### src/rtl/tmds_pkg.sv
// Shared constants and types for the TMDS receive path: DVI control tokens,
// aligner state encoding and bit-slip offset width.
package tmds_pkg;

   localparam int SLIP_W = 4;

   localparam logic [9:0] TOK_C00 = 10'b1101010100;
   localparam logic [9:0] TOK_C01 = 10'b0010101011;
   localparam logic [9:0] TOK_C10 = 10'b0101010100;
   localparam logic [9:0] TOK_C11 = 10'b1010101011;

   typedef enum logic {
      SEARCH = 1'b0,
      LOCKED = 1'b1
   } tmds_state_e;

endpackage

### src/rtl/tmds_bitslip.sv
// Word aligner: keeps the previous deserializer word and selects a 10-bit
// symbol out of the 20-bit two-word window at the requested slip offset.
module tmds_bitslip
   import tmds_pkg::*;
(
   input  logic              clk_in,
   input  logic              rst_in,
   input  logic [9:0]        tmds_in,
   input  logic [SLIP_W-1:0] slip,
   output logic [9:0]        sym_p1
);

   logic [9:0]  word_p0;
   logic [19:0] window;

   // Older word sits in the low half, so offset s takes the tail of the old word
   // followed by the head of the new one.
   assign window = {tmds_in, word_p0};

   // stage 0 -> stage 1
   always_ff @(posedge clk_in) begin
      if (rst_in) begin
         word_p0 <= '0;
         sym_p1  <= '0;
      end else begin
         word_p0 <= tmds_in;
         sym_p1  <= window[slip +: 10];
      end
   end

endmodule

### src/rtl/tmds_decoder.sv
// TMDS channel decoder: bit-slip alignment on DVI control tokens, then 8b/10b
// data / 2-bit control decode. Optional lock-loss counter: TMDS_LOCK_STATS_EN.
module tmds_decoder
   import tmds_pkg::*;
#(
   parameter int LOCK_COUNT     = 8,
   parameter int SEARCH_TIMEOUT = 2048,
   parameter int LOSS_TIMEOUT   = 4096
) (
   input  logic              clk_in,
   input  logic              rst_in,
   input  logic [9:0]        tmds_in,
   output logic [7:0]        data_out,
   output logic [1:0]        control_out,
   output logic              de_out,
   output logic              locked_out,
`ifdef TMDS_LOCK_STATS_EN
   output logic [15:0]       lock_loss_cnt_out,
`endif
   output logic [SLIP_W-1:0] slip_out
);

   localparam int TOK_W  = $clog2(LOCK_COUNT + 1);
   localparam int SRCH_W = $clog2(SEARCH_TIMEOUT + 1);
   localparam int LOSS_W = $clog2(LOSS_TIMEOUT + 1);
   localparam int TMR_W  = (SRCH_W > LOSS_W) ? SRCH_W : LOSS_W;

   localparam logic [TOK_W-1:0] TOK_LAST    = TOK_W'(LOCK_COUNT - 1);
   localparam logic [TMR_W-1:0] SEARCH_LAST = TMR_W'(SEARCH_TIMEOUT - 1);
   localparam logic [TMR_W-1:0] LOSS_LAST   = TMR_W'(LOSS_TIMEOUT - 1);

   // {hit, c1, c0}
   function automatic logic [2:0] match_token(input logic [9:0] sym);
      case (sym)
         TOK_C00: return 3'b100;
         TOK_C01: return 3'b101;
         TOK_C10: return 3'b110;
         TOK_C11: return 3'b111;
         default: return 3'b000;
      endcase
   endfunction

   function automatic logic [7:0] decode_data(input logic [9:0] sym);
      logic [7:0] q;
      logic [7:0] d;
      q    = sym[9] ? ~sym[7:0] : sym[7:0];
      d[0] = q[0];
      for (int i = 1; i < 8; i++)
         d[i] = sym[8] ? (q[i] ^ q[i-1]) : ~(q[i] ^ q[i-1]);
      return d;
   endfunction

   logic [9:0]        sym_p1;
   logic [2:0]        tok_p1;
   logic              tok_hit;

   tmds_state_e       state_q, state_d;
   logic [SLIP_W-1:0] slip_q, slip_d;
   logic [TOK_W-1:0]  tok_cnt_q, tok_cnt_d;
   logic [TMR_W-1:0]  tmr_q, tmr_d;
   logic              skip_q, skip_d;

   tmds_bitslip u_bitslip (
      .clk_in  (clk_in),
      .rst_in  (rst_in),
      .tmds_in (tmds_in),
      .slip    (slip_q),
      .sym_p1  (sym_p1)
   );

   assign tok_p1  = match_token(sym_p1);
   assign tok_hit = tok_p1[2];

   always_comb begin
      state_d   = state_q;
      slip_d    = slip_q;
      tok_cnt_d = tok_cnt_q;
      tmr_d     = tmr_q;
      skip_d    = 1'b0;
      case (state_q)
         SEARCH: begin
            tmr_d = tmr_q + 1'b1;
            // sym_p1 right after a slip was cut at the old offset; don't count it
            if (!skip_q)
               tok_cnt_d = tok_hit ? tok_cnt_q + 1'b1 : '0;
            if (!skip_q && tok_hit && tok_cnt_q == TOK_LAST) begin
               state_d   = LOCKED;
               tok_cnt_d = '0;
               tmr_d     = '0;
            end else if (tmr_q == SEARCH_LAST) begin
               slip_d    = (slip_q == SLIP_W'(9)) ? '0 : slip_q + 1'b1;
               tok_cnt_d = '0;
               tmr_d     = '0;
               skip_d    = 1'b1;
            end
         end
         LOCKED: begin
            if (tok_hit) begin
               tmr_d = '0;
            end else if (tmr_q == LOSS_LAST) begin
               state_d   = SEARCH;
               tok_cnt_d = '0;
               tmr_d     = '0;
            end else begin
               tmr_d = tmr_q + 1'b1;
            end
         end
         default: state_d = SEARCH;
      endcase
   end

   // stage 1 -> stage 2
   always_ff @(posedge clk_in) begin
      if (rst_in) begin
         state_q     <= SEARCH;
         slip_q      <= '0;
         tok_cnt_q   <= '0;
         tmr_q       <= '0;
         skip_q      <= 1'b0;
         data_out    <= '0;
         control_out <= '0;
         de_out      <= 1'b0;
         locked_out  <= 1'b0;
      end else begin
         state_q    <= state_d;
         slip_q     <= slip_d;
         tok_cnt_q  <= tok_cnt_d;
         tmr_q      <= tmr_d;
         skip_q     <= skip_d;
         locked_out <= (state_q == LOCKED);
         if (state_q == LOCKED) begin
            de_out      <= !tok_hit;
            data_out    <= tok_hit ? 8'h00 : decode_data(sym_p1);
            control_out <= tok_hit ? tok_p1[1:0] : 2'b00;
         end else begin
            de_out      <= 1'b0;
            data_out    <= '0;
            control_out <= '0;
         end
      end
   end

   assign slip_out = slip_q;

`ifdef TMDS_LOCK_STATS_EN
   logic [15:0] loss_cnt_q;

   always_ff @(posedge clk_in) begin
      if (rst_in)
         loss_cnt_q <= '0;
      else if (state_q == LOCKED && state_d == SEARCH && loss_cnt_q != 16'hFFFF)
         loss_cnt_q <= loss_cnt_q + 16'd1;
   end

   assign lock_loss_cnt_out = loss_cnt_q;
`endif

endmodule
### config.mk
export PLATFORM = sky130hd
export DESIGN_NAME = tmds_decoder
export DESIGN_NICKNAME = d
export VERILOG_FILES = /design/src/rtl/tmds_pkg.sv /design/src/rtl/tmds_bitslip.sv /design/src/rtl/tmds_decoder.sv
export SDC_FILE = /design/constraint.sdc
export NUM_CORES = 1
export LEC_CHECK = 0
export CAP_MARGIN = 30
export CORE_ASPECT_RATIO = 0.9
export CORE_MARGIN = 2
export CORE_UTILIZATION = 52
export CTS_CLUSTER_DIAMETER = 150
export DETAILED_ROUTE_END_ITERATION = 6
export PLACE_DENSITY = 0.79
export SETUP_SLACK_MARGIN = 0.3
export SLEW_MARGIN = 20
export SYNTH_ARGS = -nofsm -noshare
export SYNTH_HDL_FRONTEND = slang
export SYNTH_HIERARCHICAL = 1
export SYNTH_SLANG_ARGS = --single-unit
### constraint.sdc
create_clock -name clk_in -period 1.5 [get_ports clk_in]
set_input_delay 0.3 -clock clk_in [delete_from_list [all_inputs] [get_ports clk_in]]
set_output_delay 0.3 -clock clk_in [all_outputs]
set_load 0.05 [all_outputs]
After elaboration in Yosys (flattened, before gate mapping)
Cells that the tools add are included.
{"block": "word_totals", "register_bits": 55, "word_cells": 81}
{"block": "classes", "n_addsub": 3, "n_eq_ne": 11, "shifts": 1, "n_mux": 27, "bitwise_logic": 18, "reduce_logical": 10}
{"op": "two-way mux 13 bit", "n": 4}
{"op": "two-way mux 4 bit", "n": 7}
{"op": "one-hot mux 13 bit (2 select lines)", "n": 1}
{"op": "== test 10 bit, second input constant", "n": 2}
{"op": "indexed part select 20 x 5 -> 10 bit", "n": 1}
{"op": "adder 13 x 1 -> 13 bit, second input constant", "n": 1}
{"op": "== test 13 x 11 -> 1 bit, second input constant", "n": 1}
{"op": "== test 13 x 12 -> 1 bit, second input constant", "n": 1}
{"op": "one-hot mux 3 bit (4 select lines)", "n": 1}
{"op": "two-way mux 1 bit", "n": 11}
{"op": "== test 10 x 8 -> 1 bit, second input constant", "n": 1}
{"op": "== test 10 x 9 -> 1 bit, second input constant", "n": 1}
{"op": "NOT 1 bit", "n": 10}
{"op": "OR reduction 3 bit", "n": 3}
{"op": "adder 4 x 1 -> 4 bit, second input constant", "n": 2}
{"op": "two-way mux 8 bit", "n": 1}
{"op": "NOT 8 bit", "n": 1}
{"op": "one-hot mux 4 bit (2 select lines)", "n": 1}
{"op": "bitwise XOR 1 bit", "n": 7}
{"op": "AND reduction 3 bit", "n": 2}
{"op": "== test 4 x 3 -> 1 bit, second input constant", "n": 1}
{"op": "== test 4 bit, second input constant", "n": 1}
{"op": "inequality test 4 bit, second input constant", "n": 1}
{"op": "logical AND 1 bit", "n": 2}
{"op": "other kinds (5)", "n": 6}

Logic depth before layout (Yosys ltp)
Gate-level depths: netlist of the first run.
{"block": "logic_depth", "depth_word": 7, "ltp_mapped": 8, "depth_no_buf": 6}

Modules after synthesis
The synthesis of the first run kept the hierarchy.
{"module": "tmds_decoder", "instances": 1, "cells_per_inst": 174, "area_per_inst_um2": 1699.1}
{"module": "tmds_bitslip", "instances": 1, "cells_per_inst": 118, "area_per_inst_um2": 1401.3}

Worst setup path after synthesis of the first run
Ideal clock, no wire load.
{"block": "synth_timing", "kind": "register -> register", "startpoint": "register slip_q[1] (netlist: slip_out[1])", "endpoint": "register u_bitslip.sym_p1[2]", "setup_time_ns": 0.128, "arrival_time_ns": 1.855, "setup_slack_ns": -0.484, "path_stages_with_launch": 7, "path_buffers": 2, "path_cell_list": "dfxtp_1 > buf_2 > buf_4 > mux4_1 > mux2_2 > nand3_1 > o31ai_1"}
{"block": "synth_between", "elab_chain_cells": 1}
{"element": "start, declared", "line_no": "tmds_decoder.sv:58", "rtl": "logic [SLIP_W-1:0] slip_q, slip_d;"}
{"element": "start signal, assigned", "line_no": "tmds_decoder.sv:126", "rtl": "slip_q <= slip_d;"}
{"element": "indexed part select 20 x 5 -> 10 bit", "line_no": "tmds_bitslip.sv:27", "rtl": "sym_p1 <= window[slip +: 10];"}
{"element": "end signal, assigned", "line_no": "tmds_bitslip.sv:27"}
{"element": "end, declared", "line_no": "tmds_bitslip.sv:10", "rtl": "output logic [9:0] sym_p1"}
No other way between the ends.
A chain may end at the register's enable or synchronous reset.

Final worst setup path of the first run
{"block": "layout_timing", "startpoint": "register u_bitslip.sym_p1[3]", "endpoint": "register tmr_q[12]"}
{"block": "layout_between", "elab_chain_cells": 6}
{"element": "== test 10 bit (tied with other cells)", "line_no": "tmds_decoder.sv:34", "rtl": "case (sym)"}
{"element": "one-hot mux 3 bit (4 select lines) *", "line_no": "tmds_decoder.sv:34"}
{"element": "logical AND 1 bit (2 in a row)", "line_no": "tmds_decoder.sv:86", "rtl": "if (!skip_q && tok_hit && tok_cnt_q == TOK_LAST) begin"}
{"element": "two-way mux 13 bit", "line_no": "tmds_decoder.sv:86"}
{"element": "one-hot mux 13 bit (2 select lines) *", "line_no": "tmds_decoder.sv:80", "rtl": "case (state_q)"}
{"element": "end signal, assigned", "line_no": "tmds_decoder.sv:128", "rtl": "tmr_q <= tmr_d;"}
{"element": "end, declared", "line_no": "tmds_decoder.sv:60", "rtl": "logic [TMR_W-1:0] tmr_q, tmr_d;"}
Mark *: on every way between the ends. The rest lies on a longest branch, timed or not.

==> metrics.txt, run 1 <==
EDFF count, synth=0; initial antenna violation count=0; IR drop worst, VDD=0.000623 V; clock skew=0.00843 ns; failing checks=negative setup slack; Slew Viols, Final=0; hold buffers post-CTS=0; cell taking the most area after synthesis=dfxtp_1; Tot GR Track Use=0.287; ANT nets after route=0; leakage=1.89 nW; vias in the first global route=2924; # diodes=0; R2R cell count=5; combinational fraction of design power=0.124; Synth area leaders=dfxtp_1 36%, mux4_2 14%, mux2i_1 6.5%, xnor2_1 4.2%, nor2_4 3.3%; Filler Cell Count=290; commonest non-fill, non-tap cell in the layout=buf_4; Clock Latency Late Sink=0.32 ns; FP Rows=26; Cell variety after synth=55; CP max FO=12; Die ar.=6600 um^2; Tmin final=1.63 ns; Avg Cell Area, Syn=10.6 um^2; Area Overhead vs Synth=54.8%; Port Buffers=27; gp weighted congestion=0.925; area taken by multi-input logic gates=2080 um^2; Reg area=1130 um^2; grt ovf=0; area share of the largest cell type after synthesis=0.355; register area share after synthesis=0.355; worst hold endpoint=u_bitslip/word_p0[7]$_SDFF_PP0_; max_cap viols=0; Setup CP Type=flop to flop; total CTS buffers=5; Sum Neg Setup Slack=-2.39 ns; hold_ws=0.416 ns; Worst EP arrival=1.89 ns; Initial Util=0.542; Setup crit end kind=flop; DRC violations left=0; ys async rst share=0; clk root buf=clkbuf_8; global-route wire length before repair=14.8 mm; Avg Vias per Cell=6.15; Post-Syn Area=3100 um^2; hold path startpoint=tmds_in[7]; cell-internal power=2.04 mW; I/O pin count=28; RSZ-0062 raised after global routing=yes; cell area power density=576 nW/um^2; synthesized instance count=292; Crit Reg-Reg Startpoint=u_bitslip/sym_p1[3]$_SDFF_PP0_; WL final=9.67 mm; Setup violations, final=29; Seq pwr share=0.551; Die X=85.4 um; Worst Path Required=1.76 ns; share of layout cells above drive strength 1=0.513; DP Wirelength=5.34 mm; pin count of the biggest net entering global routing=17; syn_nets=306; via count=2956; Clock power frac=0.324; total power draw=2.77 mW; WHS Path Cells=2; Worst Tran Pin Value=0.323 ns; CTS Buffer Depth=2; Switch Pwr=724 uW; DR iter-0 viols=210; commonest non-fill, non-tap cells in the layout=65 x buf_4, 40 x dfxtp_1, 23 x buf_6, 21 x mux4_2, 19 x buf_12; max_slew headroom=0.782; final hold violations=0; critical path startpoint category=flop; Final Util=0.839; Core Area=5730 um^2; R2R Setup Slk=-0.13 ns; period utilization=1.09; ys flop type=dfxtp_1; CTS Sinks=55; average routed wire per standard cell=20.1 um; YS warnings=6; Clk pin slew, worst setup/hold paths=0.10 ns; chip height=77.3 um; r2r endpoint=tmr_q[12]$_SDFF_PP0_; drt pass-1 iters=5; nets=424; TritonCTS clock tree=yes; status=finished, violations left; worst setup margin=-0.130 ns; fmax=0.614 GHz; Seq cells post-synth=55; H-tree levels=2; worst min path class=input port to flop; Switching Fraction=0.262
## critical path: stages (launching register included)
cell and delay [ns]:
dfxtp_1 0.40, and4bb_2 0.32, nand4_4 0.13, nand3_4 0.10, o32a_4 0.46, a21oi_2 0.15
## worst max path at each step
stage,from,slack (ns),cells after the start,end
floorplan,slip_out[2]$_SDFFE_PP0P_,-0.10,5,u_bitslip/sym_p1[2]$_SDFF_PP0_
global placement,tmds_in[6],-0.36,5,u_bitslip/sym_p1[4]$_SDFF_PP0_
detailed placement,tmds_in[6],-0.37,5,u_bitslip/sym_p1[4]$_SDFF_PP0_
CTS,tok_cnt_q[1]$_SDFFE_PP0P_,-0.11,6,slip_out[3]$_SDFFE_PP0P_
global route,tok_cnt_q[1]$_SDFFE_PP0P_,-0.22,7,slip_out[1]$_SDFFE_PP0P_
finish,u_bitslip/sym_p1[3]$_SDFF_PP0_,-0.13,5,tmr_q[12]$_SDFF_PP0_
## cell type report
cell class / count / area share
multi-input combinational: 211 / 0.434
sequential: 55 / 0.236
timing repair buffer: 124 / 0.280
inverter: 13 / 0.0112
tap: 70 / 0.0182
clock inverter: 1 / 0.00182
clock buffer: 7 / 0.0180
## synth_stat cells (all sizes together) (2+ instances only)
cell type  number
a211oi          3
xor2            5
ha              2
a41o            2
nor3            5
and4            4
xnor2          15
nand2          17
inv            13
and2            3
mux2i          20
o21ai          10
clkbuf          2
nor3b           3
nand3b          2
mux2            2
nor2           33
buf            11
o22ai           3
o311a           2
a21oi           4
or3             3
nor2b          13
nand4           7
and3            3
mux4           21
a31oi           3
a21o            2
nand3           9
and4bb          3
dfxtp          55
## timing repair
action / in CTS / in global routing
pin swaps: 12 / 14
cloned: 1 / 1
setup endpoints to repair: 47 / 48
buffers inserted: 31 / 13
resized for setup: 56 / 25
## cells by family (layout without fill, tap and decap cells)
logic type	count (synthesis)	in the layout	synth area share
DFF	55	55	0.355
AOI/OAI and AO/OA	36	36	0.0835
adders and majority gates	2	2	0.00807
xor gates and xnor gates	20	20	0.0565
and+or+nand+nor	110	110	0.226
muxes	43	43	0.227
buffers and inverters	26	145	0.0436
## power by group through the flow
stage / combinational (mW) / clock (mW) / sequential, mW
after floorplan: 0.174 / 0 / 1.55
after global placement: 0.296 / 0 / 1.55
after detailed placement: 0.303 / 0 / 1.55
after CTS: 0.310 / 0.894 / 1.52
after global routing: 0.363 / 0.967 / 1.53
final: 0.344 / 0.897 / 1.52
## state kept, by name, indices dropped and copies added, names as in the netlist, 2 cells and up
| register | count |
|---|---|
| tmr_q | 13 |
| u_bitslip/sym_p1 | 10 |
| u_bitslip/word_p0 | 10 |
| data_out | 8 |
| slip_out | 4 |
| tok_cnt_q | 4 |
| control_out | 2 |
## metal layers
metal	GRT usage	routed length (um)	part of all wire	vias up
met1	0.347	3740	0.39	1447
met3	0.0635	609	0.063	46
li1	-	-	-	1305
met5	0	0	0	-
met2	0.480	4890	0.51	158
met4	0.138	433	0.045	0
## metrics by stage
step                area (um^2)  cells  setup slack (ns)
floorplan                  3270    292            -0.105
finish                     4800    481            -0.130
CTS                        4590    467            -0.105
global route               4800    481            -0.224
global placement           4050    427            -0.357
detailed placement         4050    427            -0.365
Note: power is estimated with default switching activity, not from simulation.
==> run 2, diff against run 1 <==
--- a/config.mk
+++ b/config.mk
@@ -5,10 +5,12 @@
 export SDC_FILE = /design/constraint.sdc
 export NUM_CORES = 1
 export LEC_CHECK = 0
-export CAP_MARGIN = 30
+export CAP_MARGIN = 15
+export CELL_PAD_IN_SITES_DETAIL_PLACEMENT = 1
+export CELL_PAD_IN_SITES_GLOBAL_PLACEMENT = 1
 export CORE_ASPECT_RATIO = 0.9
 export CORE_MARGIN = 2
-export CORE_UTILIZATION = 52
+export CORE_UTILIZATION = 41
 export CTS_CLUSTER_DIAMETER = 150
 export DETAILED_ROUTE_END_ITERATION = 6
 export PLACE_DENSITY = 0.79
==> metrics.txt, run 2 (synthesis gave the netlist of run 1 again) <==
status=finished, violations left; failing checks=negative setup slack; # diodes=0; Worst Path Required=1.70 ns; Final Util=0.656; Clock Latency Late Sink=0.32 ns; met2 Resource Use GR=0.495; total CTS buffers=5; Reg area=1140 um^2; hold path startpoint=tmds_in[4]; commonest non-fill, non-tap cells in the layout=76 x buf_4, 37 x dfxtp_1, 21 x mux4_2, 20 x buf_12; commonest non-fill, non-tap cell in the layout=buf_4; max_slew headroom=0.746; Die ar.=8280 um^2; Post-DP Area=4120 um^2; Clk pin slew, worst setup/hold paths=0.12 ns; CTS Sinks=55; Core Area=7430 um^2; via count=3183; DRC violations left=0; period utilization=1.19; nets=426; DR iter-0 viols=280; Slew Viols, Final=0; drt pass-1 iters=5; fmax=0.562 GHz; R2R Setup Slk=-0.28 ns; worst hold endpoint=u_bitslip/word_p0[4]$_SDFF_PP0_; chip height=86.5 um; DP Wirelength=6.85 mm; initial antenna violation count=0; Port Buffers=27; Top Registers=tmr_q: 13 flops, u_bitslip/sym_p1: 10 flops, u_bitslip/word_p0: 10 flops; I/O pin count=28; gp weighted congestion=0.854; grt ovf=0; cell area power density=577 nW/um^2; TritonCTS clock tree=yes; Tmin final=1.78 ns; CP max FO=4; share of layout cells above drive strength 1=0.557; Setup crit end kind=flop; Die X=95.7 um; Crit Reg-Reg Startpoint=tok_cnt_q[0]$_SDFFE_PP0P_; vias in the first global route=3100; Setup CP Type=flop to flop; met1 usage=0.348; r2r endpoint=slip_out[1]$_SDFFE_PP0P_; Initial Util=0.417; Setup violations, final=31; R2R cell count=7; average routed wire per standard cell=26.7 um; clock skew=0.0194 ns; global-route wire length before repair=17.4 mm; worst min path class=input port to flop; max_cap viols=0; worst setup margin=-0.279 ns; Filler Cell Count=751; Avg Vias per Cell=6.25; Tot GR Track Use=0.281; Worst Tran Pin Value=0.378 ns; Area Overhead vs Synth=57.1%; FP Rows=30; clk root buf=clkbuf_8; ANT nets after route=0; leakage=1.89 nW; WL final=13.6 mm; WHS Path Cells=2; GRT met3 Usage=0.0435; critical path startpoint category=flop; gr busiest metal=met2; IR drop worst, VDD=0.000525 V; CTS Buffer Depth=2; post-route cell area=4870 um^2; H-tree levels=2; pin count of the biggest net entering global routing=17; RSZ-0062 raised after global routing=yes; Worst EP arrival=1.98 ns; Reg with most FFs=tmr_q; area taken by multi-input logic gates=2190 um^2; max reg flops=13; final hold violations=0
==> run 2: cell count changes in the layout (fill, tap and decap cells not counted), sizes merged <==
| cell | before | now |
|---|---|---|
| bufbuf | 1 | 0 |
| inv | 12 | 13 |
| buf | 111 | 115 |
| clkinv | 2 | 1 |
| clkdlybuf4s50 | 3 | 0 |
| clkinvlp | 0 | 1 |
| clkbuf | 8 | 6 |
| dlygate4sd2 | 8 | 11 |
==> run 2: area by class of cell <==
cell class	count	share of cell area
clock buffer	6	0.0149
tap	96	0.0247
timing repair buffer	126	0.265
sequential	55	0.234
inverter	13	0.0108
multi-input combinational	211	0.449
clock inverter	2	0.00231
==> run 2: report_power, final <==
group	switching, mW	internal [mW]	leakage (nW)
clock network	0.543	0.331	0.0455
logic	0.208	0.197	1.38
registers	0.0430	1.49	0.458
total	0.794	2.01	1.89
==> run 2: worst max-delay path by stage <==
stage,start,to,slack (ns),depth (start not counted)
floorplan,slip_out[2]$_SDFFE_PP0P_,u_bitslip/sym_p1[2]$_SDFF_PP0_,-0.10,5
global placement,tmds_in[2],u_bitslip/sym_p1[9]$_SDFF_PP0_,-0.36,5
detailed placement,tmds_in[6],u_bitslip/sym_p1[4]$_SDFF_PP0_,-0.46,5
CTS,tok_cnt_q[1]$_SDFFE_PP0P_,slip_out[3]$_SDFFE_PP0P_,-0.15,6
global route,tok_cnt_q[1]$_SDFFE_PP0P_,slip_out[3]$_SDFFE_PP0P_,-0.26,6
finish,tok_cnt_q[0]$_SDFFE_PP0P_,slip_out[1]$_SDFFE_PP0P_,-0.28,7
==> run 2: worst max-delay path, cell delays in order, from the launching register on <==
cell and delay [ns]:
dfxtp_2 0.38, ha_4 0.15, and4bb_4 0.30, nand4_4 0.13
nand4_1 0.27, buf_4 0.17, mux2i_1 0.18, nor2_1 0.07
==> run 2: metal layers <==
layer	up-vias	part of all wire
li1	1307	-
met1	1612	0.39
met2	196	0.50
met3	68	0.060
met4	0	0.053
met5	-	0
==> run 2: timing repair <==
| action | in CTS | in global routing |
|---|---|---|
| endpoints found under the setup margin | 47 | 47 |
| hold buffers | 0 | 0 |
| pin swaps | 11 | 20 |
| buffers inserted | 21 | 21 |
| gates cloned | 1 | 0 |
| resized for setup | 64 | 35 |
==> run 2: through the flow <==
stage	setup slack [ns]	std cells	hold slack [ns]	power, mW	TNS, ns
global placement	-0.362	458	0.467	1.85	-7.14
global route	-0.262	509	0.465	2.89	-5.50
finish	-0.279	509	0.463	2.81	-4.77
detailed placement	-0.461	458	0.528	1.87	-9.54
CTS	-0.154	488	0.448	2.69	-2.09
floorplan	-0.105	292	0.428	1.72	-0.237
==> run 3, diff against run 2 <==
--- a/config.mk
+++ b/config.mk
@@ -13,7 +13,7 @@
 export CORE_UTILIZATION = 41
 export CTS_CLUSTER_DIAMETER = 150
 export DETAILED_ROUTE_END_ITERATION = 6
-export PLACE_DENSITY = 0.79
+export PLACE_DENSITY_LB_ADDON = 0.08
 export SETUP_SLACK_MARGIN = 0.3
 export SLEW_MARGIN = 20
 export SYNTH_ARGS = -nofsm -noshare
==> metrics.txt, run 3 (synthesis gave the netlist of run 1 again) <==
WL final=11.5 mm; Die ar.=8280 um^2; vias in the first global route=3046; failing checks=negative setup slack; H-tree levels=2; grt ovf=0; R2R Setup Slk=-0.21 ns; drt pass-1 iters=4; Setup violations, final=30; leakage=1.91 nW; nets=427; commonest non-fill, non-tap cell in the layout=buf_4; period utilization=1.14; hold path startpoint=tmds_in[7]; Worst EP arrival=1.93 ns; Die X=95.7 um; final hold violations=0; Tmin final=1.71 ns; critical path startpoint category=flop; pin count of the biggest net entering global routing=19; commonest non-fill, non-tap cells in the layout=73 x buf_4, 41 x dfxtp_1, 21 x buf_6, 21 x mux4_2, 18 x buf_12; Final Util=0.655; Worst Tran Pin Value=0.319 ns; Slew Viols, Final=0; Crit Reg-Reg Startpoint=slip_out[2]$_SDFFE_PP0P_; total CTS buffers=5; cell area power density=599 nW/um^2; gp weighted congestion=0.842; Reg with most FFs=tmr_q; Clk pin slew, worst setup/hold paths=0.10 ns; CP max FO=5; Initial Util=0.417; max_slew headroom=0.787; via count=2953; CTS Buffer Depth=2; worst hold endpoint=u_bitslip/word_p0[7]$_SDFF_PP0_; post-route cell area=4870 um^2; initial antenna violation count=0; clock skew=0.00714 ns; DR iter-0 viols=210; worst min path class=input port to flop; Tot GR Track Use=0.273; IR drop worst, VDD=0.000376 V; Sum Neg Setup Slack=-2.33 ns; Area Overhead vs Synth=57.1%; DRC violations left=0; R2R cell count=5; share of layout cells above drive strength 1=0.543; final cell count without fillers=510; I/O pin count=28; placed cells=465; fmax=0.586 GHz; status=finished, violations left; Port Buffers=27; Worst Path Required=1.73 ns; FP Rows=30; worst setup margin=-0.206 ns; CTS Sinks=55; Avg Vias per Cell=5.79; Post-DP Area=4160 um^2; average routed wire per standard cell=22.5 um; max_cap viols=0; max reg flops=13; r2r endpoint=u_bitslip/sym_p1[0]$_SDFF_PP0_; # diodes=0; RSZ-0062 raised after global routing=yes; hold buffers post-CTS=0; ANT nets after route=0; WHS Path Cells=2; TritonCTS clock tree=yes; Core Area=7430 um^2; DP Wirelength=6.38 mm; global-route wire length before repair=16.9 mm; Setup CP Type=flop to flop; Clock Latency Late Sink=0.32 ns; Place WS=-0.370 ns; Top Registers=tmr_q: 13 flops, u_bitslip/sym_p1: 10 flops, u_bitslip/word_p0: 10 flops; clk root buf=clkbuf_8; Setup crit end kind=flop; chip height=86.5 um
[run 3: timing repair]
item	CTS	global route
setup buffers	29	6
gates cloned	2	0
endpoints found under the setup margin	47	47
gates resized for setup	54	40
pin swaps	14	11
[run 3: through the flow]
step / hold WS, ns / power (mW)
floorplan: 0.428 / 1.72
global placement: 0.473 / 1.86
detailed placement: 0.487 / 1.86
CTS: 0.432 / 2.87
global route: 0.401 / 3.02
finish: 0.401 / 2.92
[run 3: final cells by class]
cell class                      count  area [um^2]
Fill cell                         759         2560
Multi-Input combinational cell    212         2170
Timing Repair Buffer              126         1290
Sequential cell                    55         1130
Tap cell                           96          120
Clock buffer                        7         76.3
Inverter                           13         48.8
Clock inverter                      1         30.0
[run 3: where the power goes]
part	switching, mW	internal (mW)
Clock	0.521	0.501
Combinational	0.186	0.187
Sequential	0.0377	1.49
Total	0.745	2.17
[run 3: per-layer routing]
layer	GRT usage	wire, um
met2	0.459	5930
met5	0	0
met4	0.0688	308
met1	0.366	4570
met3	0.0478	668
[run 3: worst max-delay path by stage]
stage,startpoint,endpoint,slack (ns)
detailed placement,tmds_in[2],u_bitslip/sym_p1[1]$_SDFF_PP0_,-0.37
floorplan,slip_out[2]$_SDFFE_PP0P_,u_bitslip/sym_p1[2]$_SDFF_PP0_,-0.10
CTS,tok_cnt_q[1]$_SDFFE_PP0P_,tmr_q[1]$_SDFF_PP0_,-0.14
finish,slip_out[2]$_SDFFE_PP0P_,u_bitslip/sym_p1[0]$_SDFF_PP0_,-0.21
global route,slip_out[2]$_SDFFE_PP0P_,u_bitslip/sym_p1[0]$_SDFF_PP0_,-0.24
global placement,tmds_in[2],u_bitslip/sym_p1[1]$_SDFF_PP0_,-0.36
[run 3: critical path, cell delays in order (launching register included)]
cell and delay, ns:
dfxtp_4 0.39, buf_6 0.13, mux2i_2 0.16, mux4_2 0.52, a21o_1 0.19, a31oi_1 0.22
